## config.mk

```make
export PLATFORM = sky130hd
export DESIGN_NAME = code_encoder
export DESIGN_NICKNAME = d
export VERILOG_FILES = /design/src/rtl/code_encoder.sv
export SDC_FILE = /design/constraint.sdc
export NUM_CORES = 1
export LEC_CHECK = 0
export ABC_AREA = 0
export CORE_ASPECT_RATIO = 0.6
export CORE_UTILIZATION = 30
export DETAILED_ROUTE_END_ITERATION = 10
export GPL_ROUTABILITY_DRIVEN = 0
export SETUP_SLACK_MARGIN = 0.5
export SLEW_MARGIN = 10
export SYNTH_ARGS = -nofsm -noshare
export SYNTH_HDL_FRONTEND = slang
export SYNTH_SLANG_ARGS = --single-unit
```

## constraint.sdc

```tcl
create_clock -name iClk -period 4.95 [get_ports iClk]
set_input_delay 0.495 -clock iClk [delete_from_list [all_inputs] [get_ports iClk]]
set_output_delay 0.495 -clock iClk [all_outputs]
set_load 0.02 [all_outputs]
```

## src/rtl/code_encoder.sv

```systemverilog
// SET_CODE frame serializer: header byte then a 32-bit code LSB byte first, over a valid/ready byte link.
// Optional inter-byte spacing is built when CODE_ENCODER_GAP_EN is defined.
module code_encoder #(
    parameter logic [7:0]  CMD_SET_CODE = 8'd1,
    parameter int unsigned GAP_CYCLES   = 16
) (
    input  logic        iClk,
    input  logic        iRst,
    input  logic [31:0] iCode,
    input  logic        iCode_Valid,
    output logic        oCode_Ready,
    output logic [7:0]  oData,
    output logic        oData_Valid,
    input  logic        iData_Ready,
    output logic        oBusy,
    output logic        oDone
);

    typedef enum logic [1:0] {
        S_IDLE = 2'd0,
        S_SEND = 2'd1,
        S_GAP  = 2'd2,
        S_DONE = 2'd3
    } state_t;

`ifdef CODE_ENCODER_GAP_EN
    localparam bit GAP_BUILT = 1'b1;
    localparam logic [7:0] GAP_LOAD = (GAP_CYCLES > 0) ? 8'(GAP_CYCLES - 1) : 8'd0;
    logic [7:0] gap_cnt_reg;
`else
    localparam bit GAP_BUILT = 1'b0;
`endif
    localparam bit GAP_ACTIVE = GAP_BUILT && (GAP_CYCLES != 0);

    state_t      state_reg;
    logic [31:0] code_reg;
    logic [2:0]  idx_reg;
    logic [7:0]  data_reg;
    logic        data_valid_reg;
    logic        code_ready_reg;
    logic        busy_reg;
    logic        done_reg;

    logic [7:0]  code_bytes [4];
    logic [2:0]  idx_next;
    logic [7:0]  byte_next;

    genvar gi;
    generate
        for (gi = 0; gi < 4; gi++) begin : g_bytes
            assign code_bytes[gi] = code_reg[8*gi +: 8];
        end
    endgenerate

    // The byte presented after a handshake is chosen from the held code by the incremented index.
    assign idx_next = idx_reg + 3'd1;

    always_comb begin
        byte_next = CMD_SET_CODE;
        case (idx_next)
            3'd1:    byte_next = code_bytes[0];
            3'd2:    byte_next = code_bytes[1];
            3'd3:    byte_next = code_bytes[2];
            3'd4:    byte_next = code_bytes[3];
            default: byte_next = CMD_SET_CODE;
        endcase
    end

    always_ff @(posedge iClk) begin
        if (iRst) begin
            state_reg      <= S_IDLE;
            code_reg       <= 32'd0;
            idx_reg        <= 3'd0;
            data_reg       <= 8'd0;
            data_valid_reg <= 1'b0;
            code_ready_reg <= 1'b1;
            busy_reg       <= 1'b0;
            done_reg       <= 1'b0;
`ifdef CODE_ENCODER_GAP_EN
            gap_cnt_reg    <= 8'd0;
`endif
        end else begin
            done_reg <= 1'b0;
            case (state_reg)
                S_IDLE: begin
                    if (iCode_Valid && code_ready_reg) begin
                        code_reg       <= iCode;
                        idx_reg        <= 3'd0;
                        data_reg       <= CMD_SET_CODE;
                        data_valid_reg <= 1'b1;
                        code_ready_reg <= 1'b0;
                        busy_reg       <= 1'b1;
                        state_reg      <= S_SEND;
                    end
                end
                S_SEND: begin
                    if (data_valid_reg && iData_Ready) begin
                        if (idx_reg == 3'd4) begin
                            state_reg      <= S_DONE;
                            data_valid_reg <= 1'b0;
                            busy_reg       <= 1'b0;
                            done_reg       <= 1'b1;
                        end else begin
                            idx_reg  <= idx_next;
                            data_reg <= byte_next;
                            if (GAP_ACTIVE) begin
`ifdef CODE_ENCODER_GAP_EN
                                state_reg      <= S_GAP;
                                data_valid_reg <= 1'b0;
                                gap_cnt_reg    <= GAP_LOAD;
`endif
                            end
                        end
                    end
                end
`ifdef CODE_ENCODER_GAP_EN
                S_GAP: begin
                    if (gap_cnt_reg == 8'd0) begin
                        state_reg      <= S_SEND;
                        data_valid_reg <= 1'b1;
                    end else begin
                        gap_cnt_reg <= gap_cnt_reg - 8'd1;
                    end
                end
`endif
                S_DONE: begin
                    state_reg      <= S_IDLE;
                    code_ready_reg <= 1'b1;
                end
                default: begin
                    state_reg      <= S_IDLE;
                    data_valid_reg <= 1'b0;
                    code_ready_reg <= 1'b1;
                    busy_reg       <= 1'b0;
                end
            endcase
        end
    end

    assign oCode_Ready = code_ready_reg;
    assign oData       = data_reg;
    assign oData_Valid = data_valid_reg;
    assign oBusy       = busy_reg;
    assign oDone       = done_reg;

endmodule

```

* Word-level counts from Yosys, hierarchy flattened
Cells that the tools add are included.
** Cells by class
- $add $sub $neg :: 1
- Multiply operators :: 0
- Div/mod/pow operators :: 0
- $lt $le $gt $ge :: 0
- Equal/unequal tests :: 11
- Shifts and indexed selects :: 0
- Multiplexer cells :: 20
- Bitwise operators :: 3
- Reductions and logical operators :: 10
** Operator list (count)
- 8-bit case mux with 4 select lines :: 1
- 8-bit 2-to-1 mux :: 3
- 8-bit case mux with 2 select lines :: 1
- 3-bit 2-to-1 mux :: 3
- 2-bit != test (second input constant) :: 4
- 4-bit AND reduction :: 2
- 3-bit by 2-bit equality test with 1-bit output (second input constant) :: 2
- 3-bit equality test (second input constant) :: 2
- 2-bit 2-to-1 mux :: 3
- 3-bit case mux with 2 select lines :: 1
- 1-bit 2-to-1 mux :: 5
- 2-bit case mux with 2 select lines :: 1
- 2-bit AND reduction :: 2
- 3-bit by 1-bit adder with 3-bit output (second input constant) :: 1
- 3-bit by 1-bit equality test with 1-bit output (second input constant) :: 1
- 1-bit NOT :: 3
- 1-bit case mux with 3 select lines :: 1
- 3-bit AND reduction :: 1
- 3-bit OR reduction :: 1
- 2-bit by 1-bit equality test with 1-bit output (second input constant) :: 1
- 2-bit equality test (second input constant) :: 1
- 1-bit logical AND :: 2
- 2-bit zero test :: 1
- 1-bit case mux with 2 select lines :: 1
- 2-bit nonzero test :: 1
** Storage, ports and cells
- Bits in registers :: 48
- Bits in latches :: 0
- RAM bits :: 0
- Bits in read-only memories :: 0
- Input bits :: 36
- Output and inout bits :: 12
- Logic and storage cells :: 52
- Memories :: 0

* Longest topological paths before layout
- Depth after elaboration :: 6
- Gate-level depth with buffers :: 7
- Mapped depth without buffers :: 6

* Least setup slack after synthesis
OpenSTA, ideal clock, no wires.
- Kind :: reg-to-reg
- From :: register idx_reg[0]
- To :: register data_reg[1] (netlist: oData[1])
- Library setup time :: 117 ps
- Arrival :: 1654 ps
- Data required time :: 4833 ps
- Slack :: 3179 ps
- Stages on the path, launching flop included :: 7
- Buffers on the path :: 0
- Period minus slack after synthesis :: 1771 ps
- Cells stage by stage :: dfxtp_1 > inv_1 > ha_1 > and2_1 > a221oi_2 > nor2_1 > a22o_1
** On the way
- Word-level cells in the longest chain between the ends :: 6
- Elaborated cells on any way between the ends :: 12
- Classes of those cells :: add/sub: 1; eq/ne: 6; mux: 4; reduce/logical: 1
** Ends and longest elaborated chain
- start, declared :: RTL line 37 : logic [2:0] idx_reg;
- start signal, assigned :: RTL line 104 : idx_reg <= idx_next;
- 3-bit by 1-bit adder with 3-bit output :: RTL line 56 : assign idx_next = idx_reg + 3'd1;
- 3-bit equality test, or another cell as far along :: RTL line 60 : case (idx_next)
- 8-bit case mux with 4 select lines :: RTL line 60
- 8-bit 2-to-1 mux :: RTL line 98 : if (idx_reg == 3'd4) begin
- 8-bit 2-to-1 mux :: RTL line 97 : if (data_valid_reg && iData_Ready) begin
- 8-bit case mux with 2 select lines :: RTL line 84 : case (state_reg)
- end signal, assigned :: RTL line 105 : data_reg <= byte_next;
- end, declared :: RTL line 38 : logic [7:0] data_reg;
Several ways; a longest one is shown, not always the timed one. The select of a mux whose other input is x is not followed.
A chain may end at the register's enable or synchronous reset.

* Worst setup path in the final report
Same ends and word-level chain as after synthesis.

==> impl_metrics.env <==
export IMPL_synthTopCellsByArea="dfxtp_1 49%, nand2_1 12%, a21oi_1 8.3%, a222oi_1 4.0%, ha_1 3.2%"
export IMPL_fp_dieW_um=107
export IMPL_slowest_delay_ns=0.50
export IMPL_crit_chain="inv_1 > ha_1 > and2_1 > a221oi_2 > nor2_1 > a22o_1"
export IMPL_nets=315
export IMPL_wl_per_cell_um=13.8
export IMPL_fp_coreArea_um2=6250
export IMPL_dp_hpwl_mm=3.48
export IMPL_grt_overflow=0
export IMPL_htree_levels=2
export IMPL_clkPwrFrac_pct=34.9
export IMPL_final_setup_worst_slack_ns=2.66
export IMPL_cts_sinks=48
export IMPL_yosysSeqAreaShare_pct=48.6
export IMPL_yosys_area_top_type_share_pct=48.6
export IMPL_power_density_nw_per_um2=307
export IMPL_power_leakage_nw=0.916
export IMPL_switching_share_pct=24.1
export IMPL_area_growth_synth_to_final_pct=31.5
export IMPL_crit_family="compound AO/OA/AOI/OAI gates"
export IMPL_slew_headroom_pct=27.5
export IMPL_cts_buffers=5
export IMPL_drcViolationCount=0
export IMPL_drtPass1Iterations=5
export IMPL_crit_path_max_fanout=12
export IMPL_stdcell_count=359
export IMPL_slew_violations=0
export IMPL_clkLatencyLatePin_ns=0.30
export IMPL_ioPinCount=48
export IMPL_yosys_area_share_adder_pct=3.16
export IMPL_max_freq_mhz=437
export IMPL_setup_viol=0
export IMPL_syn_cell_area_um2=1980
export IMPL_fin_hold_ws_ns=0.459
export IMPL_drt_first_iter_violations=72
export IMPL_synth_compound_area_share_pct=22.3
export IMPL_finalClockSkew_ns=0.00732
export IMPL_path_class="reg2reg"
export IMPL_drive_gt1_share_pct=5.09
export IMPL_synth_edf_count=0
export IMPL_crit_required_ns=5.14
export IMPL_start_kind="flip-flop"
export IMPL_synthXorXnorAreaFrac_pct=0.822
export IMPL_io_buffers=47
export IMPL_fin_setup_tns_ns=0
export IMPL_first_global_vias=1592
export IMPL_dpl_cell_count=351
export IMPL_antenna_left=0
export IMPL_cts_path_max_buffers=2
export IMPL_synth_nets=277
export IMPL_rows=22
export IMPL_clk_pin_slew_ns=0.09
export IMPL_cap_viol_max_count=0
export IMPL_async_reset_ff_share_pct=0
export IMPL_avgSynthCellArea_um2=8.38
export IMPL_synth_seq_cells=48
export IMPL_pre_cts_slack_ns=2.55
export IMPL_grt_max_degree=44
export IMPL_critical_path_slowest_cell="a221oi_2"
export IMPL_worstHoldPathType="reg2reg"
export IMPL_postCtsHoldBufs=0
export IMPL_ff2ff_setup_slack_ns=2.66
export IMPL_initial_utilization_pct=31.7
export IMPL_min_period_ns=2.29
export IMPL_comb_power_share_pct=12.9
export IMPL_synthMuxAreaShare_pct=0
export IMPL_critical_path_arrival_ns=2.48
export IMPL_synth_top_family_by_area="compound AO/OA/AOI/OAI gates"
export IMPL_rsz0062_at_grt="no"
export IMPL_antenna_cells=0
export IMPL_p_int_uw=606
export IMPL_fin_area_um2=2600
export IMPL_globalRouteTotalUtil_pct=15.0
export IMPL_syn_inst=236
export IMPL_grt_pass1_wl_mm=8.03
export IMPL_ys_dominant_reg_cell="dfxtp_1"
export IMPL_ys_top_cells_by_count="65 x nand2_1, 48 x dfxtp_1, 33 x a21oi_1"
export IMPL_fin_crit_sh_pct=46.2
export IMPL_root_buffer="clkbuf_8"
export IMPL_yosysMostFrequentCell="nand2_1"
export IMPL_tightest_slew_ns=1.09
export IMPL_sequentialPowerShare_pct=52.2
export IMPL_status="complete, no violations"
export IMPL_synth_distinct_cells=32
export IMPL_synth_top_area_cell="dfxtp_1"
export IMPL_cts_tree="yes"
export IMPL_path_buf_inv=1
export IMPL_post_cts_setup_buffers=0
export IMPL_hold_viol=0
export IMPL_vdd_ir_drop_max_uv=118
export IMPL_cts_resized=0
export IMPL_vias_per_cell=4.91
export IMPL_synth_simple_gate_area_share_pct=20.3
export IMPL_antenna_found_initial=0
export IMPL_die_h_um=64.9
export IMPL_wl_mm=4.96
export IMPL_switchingPower_uw=192
export IMPL_largest_reg_flops=32
export IMPL_end_kind="flip-flop"
export IMPL_dieArea_um2=6930
export IMPL_yosysWarningCount=0
export IMPL_placedInstanceArea_um2=2490
export IMPL_num_vias=1762
[routing by layer]
layer	part of all wire [%]	routed length (µm)	GRT usage (%)
met1	53	2640	23.1
met2	39	1940	20.6
met3	7.2	358	4.23
met4	0.42	21	2.05
met5	0	0	0
[tightest hold or removal path: stages, from the launching register on]
cell and delay (ns):
dfxtp_1 0.32, nand2_1 0.05, a21oi_1 0.05
[area by class of cell]
class	count	area [µm²]
Clock buffer	6	72.6
Clock inverter	2	35.0
Multi-Input combinational cell	165	923
Timing Repair Buffer	49	485
Sequential cell	48	961
Fill cell	644	3650
Inverter	5	18.8
Tap cell	84	105
[final timing paths]
| kind | startpoint | endpoint | cells after the start |
|---|---|---|---|
| hold / removal | code_reg[10] | code_reg[10] | 2 |
| setup reg to reg | idx_reg[0] | oData[1] | 6 |
| hold reg to reg | code_reg[10] | code_reg[10] | 2 |
| setup / recovery | idx_reg[0] | oData[1] | 6 |
[stage by stage]
step | total power, mW | util [%]
global placement | 0.528 | 39.9
floorplan | 0.479 | -
CTS | 0.804 | 41.6
global route | 0.835 | 41.6
detailed placement | 0.530 | 39.9
finish | 0.798 | 41.6
[kinds of logic after synthesis]
kind of cell	after synthesis
XOR/XNOR	1
flip-flops	48
adder cells (fa/ha/maj)	5
AND/OR/NAND/NOR	95
AO/OA/AOI/OAI	64
buffers and inverters	23
[power groups by stage]
stage	Combinational, mW	Clock [mW]	Sequential [mW]
after floorplan	0.0532	0	0.426
after global placement	0.103	0	0.425
after detailed placement	0.104	0	0.426
after CTS	0.104	0.284	0.417
after global routing	0.114	0.302	0.419
final	0.103	0.278	0.417
[placed cells by master, fill, tap and decap left out, types with 2 or more instances in the layout]
cell             instances
dfxtp_1                 48
a22o_1                   7
o21ai_0                  7
buf_4                    2
nand2_1                 65
clkbuf_8                 5
a21oi_1                 33
inv_1                    5
a222oi_1                 8
nand3_1                  8
a211oi_1                 2
nor2_1                   7
or2_1                    2
nor3_1                   5
ha_1                     5
clkdlybuf4s50_1         47
No activity file was read; power rests on OpenSTA's default activity.
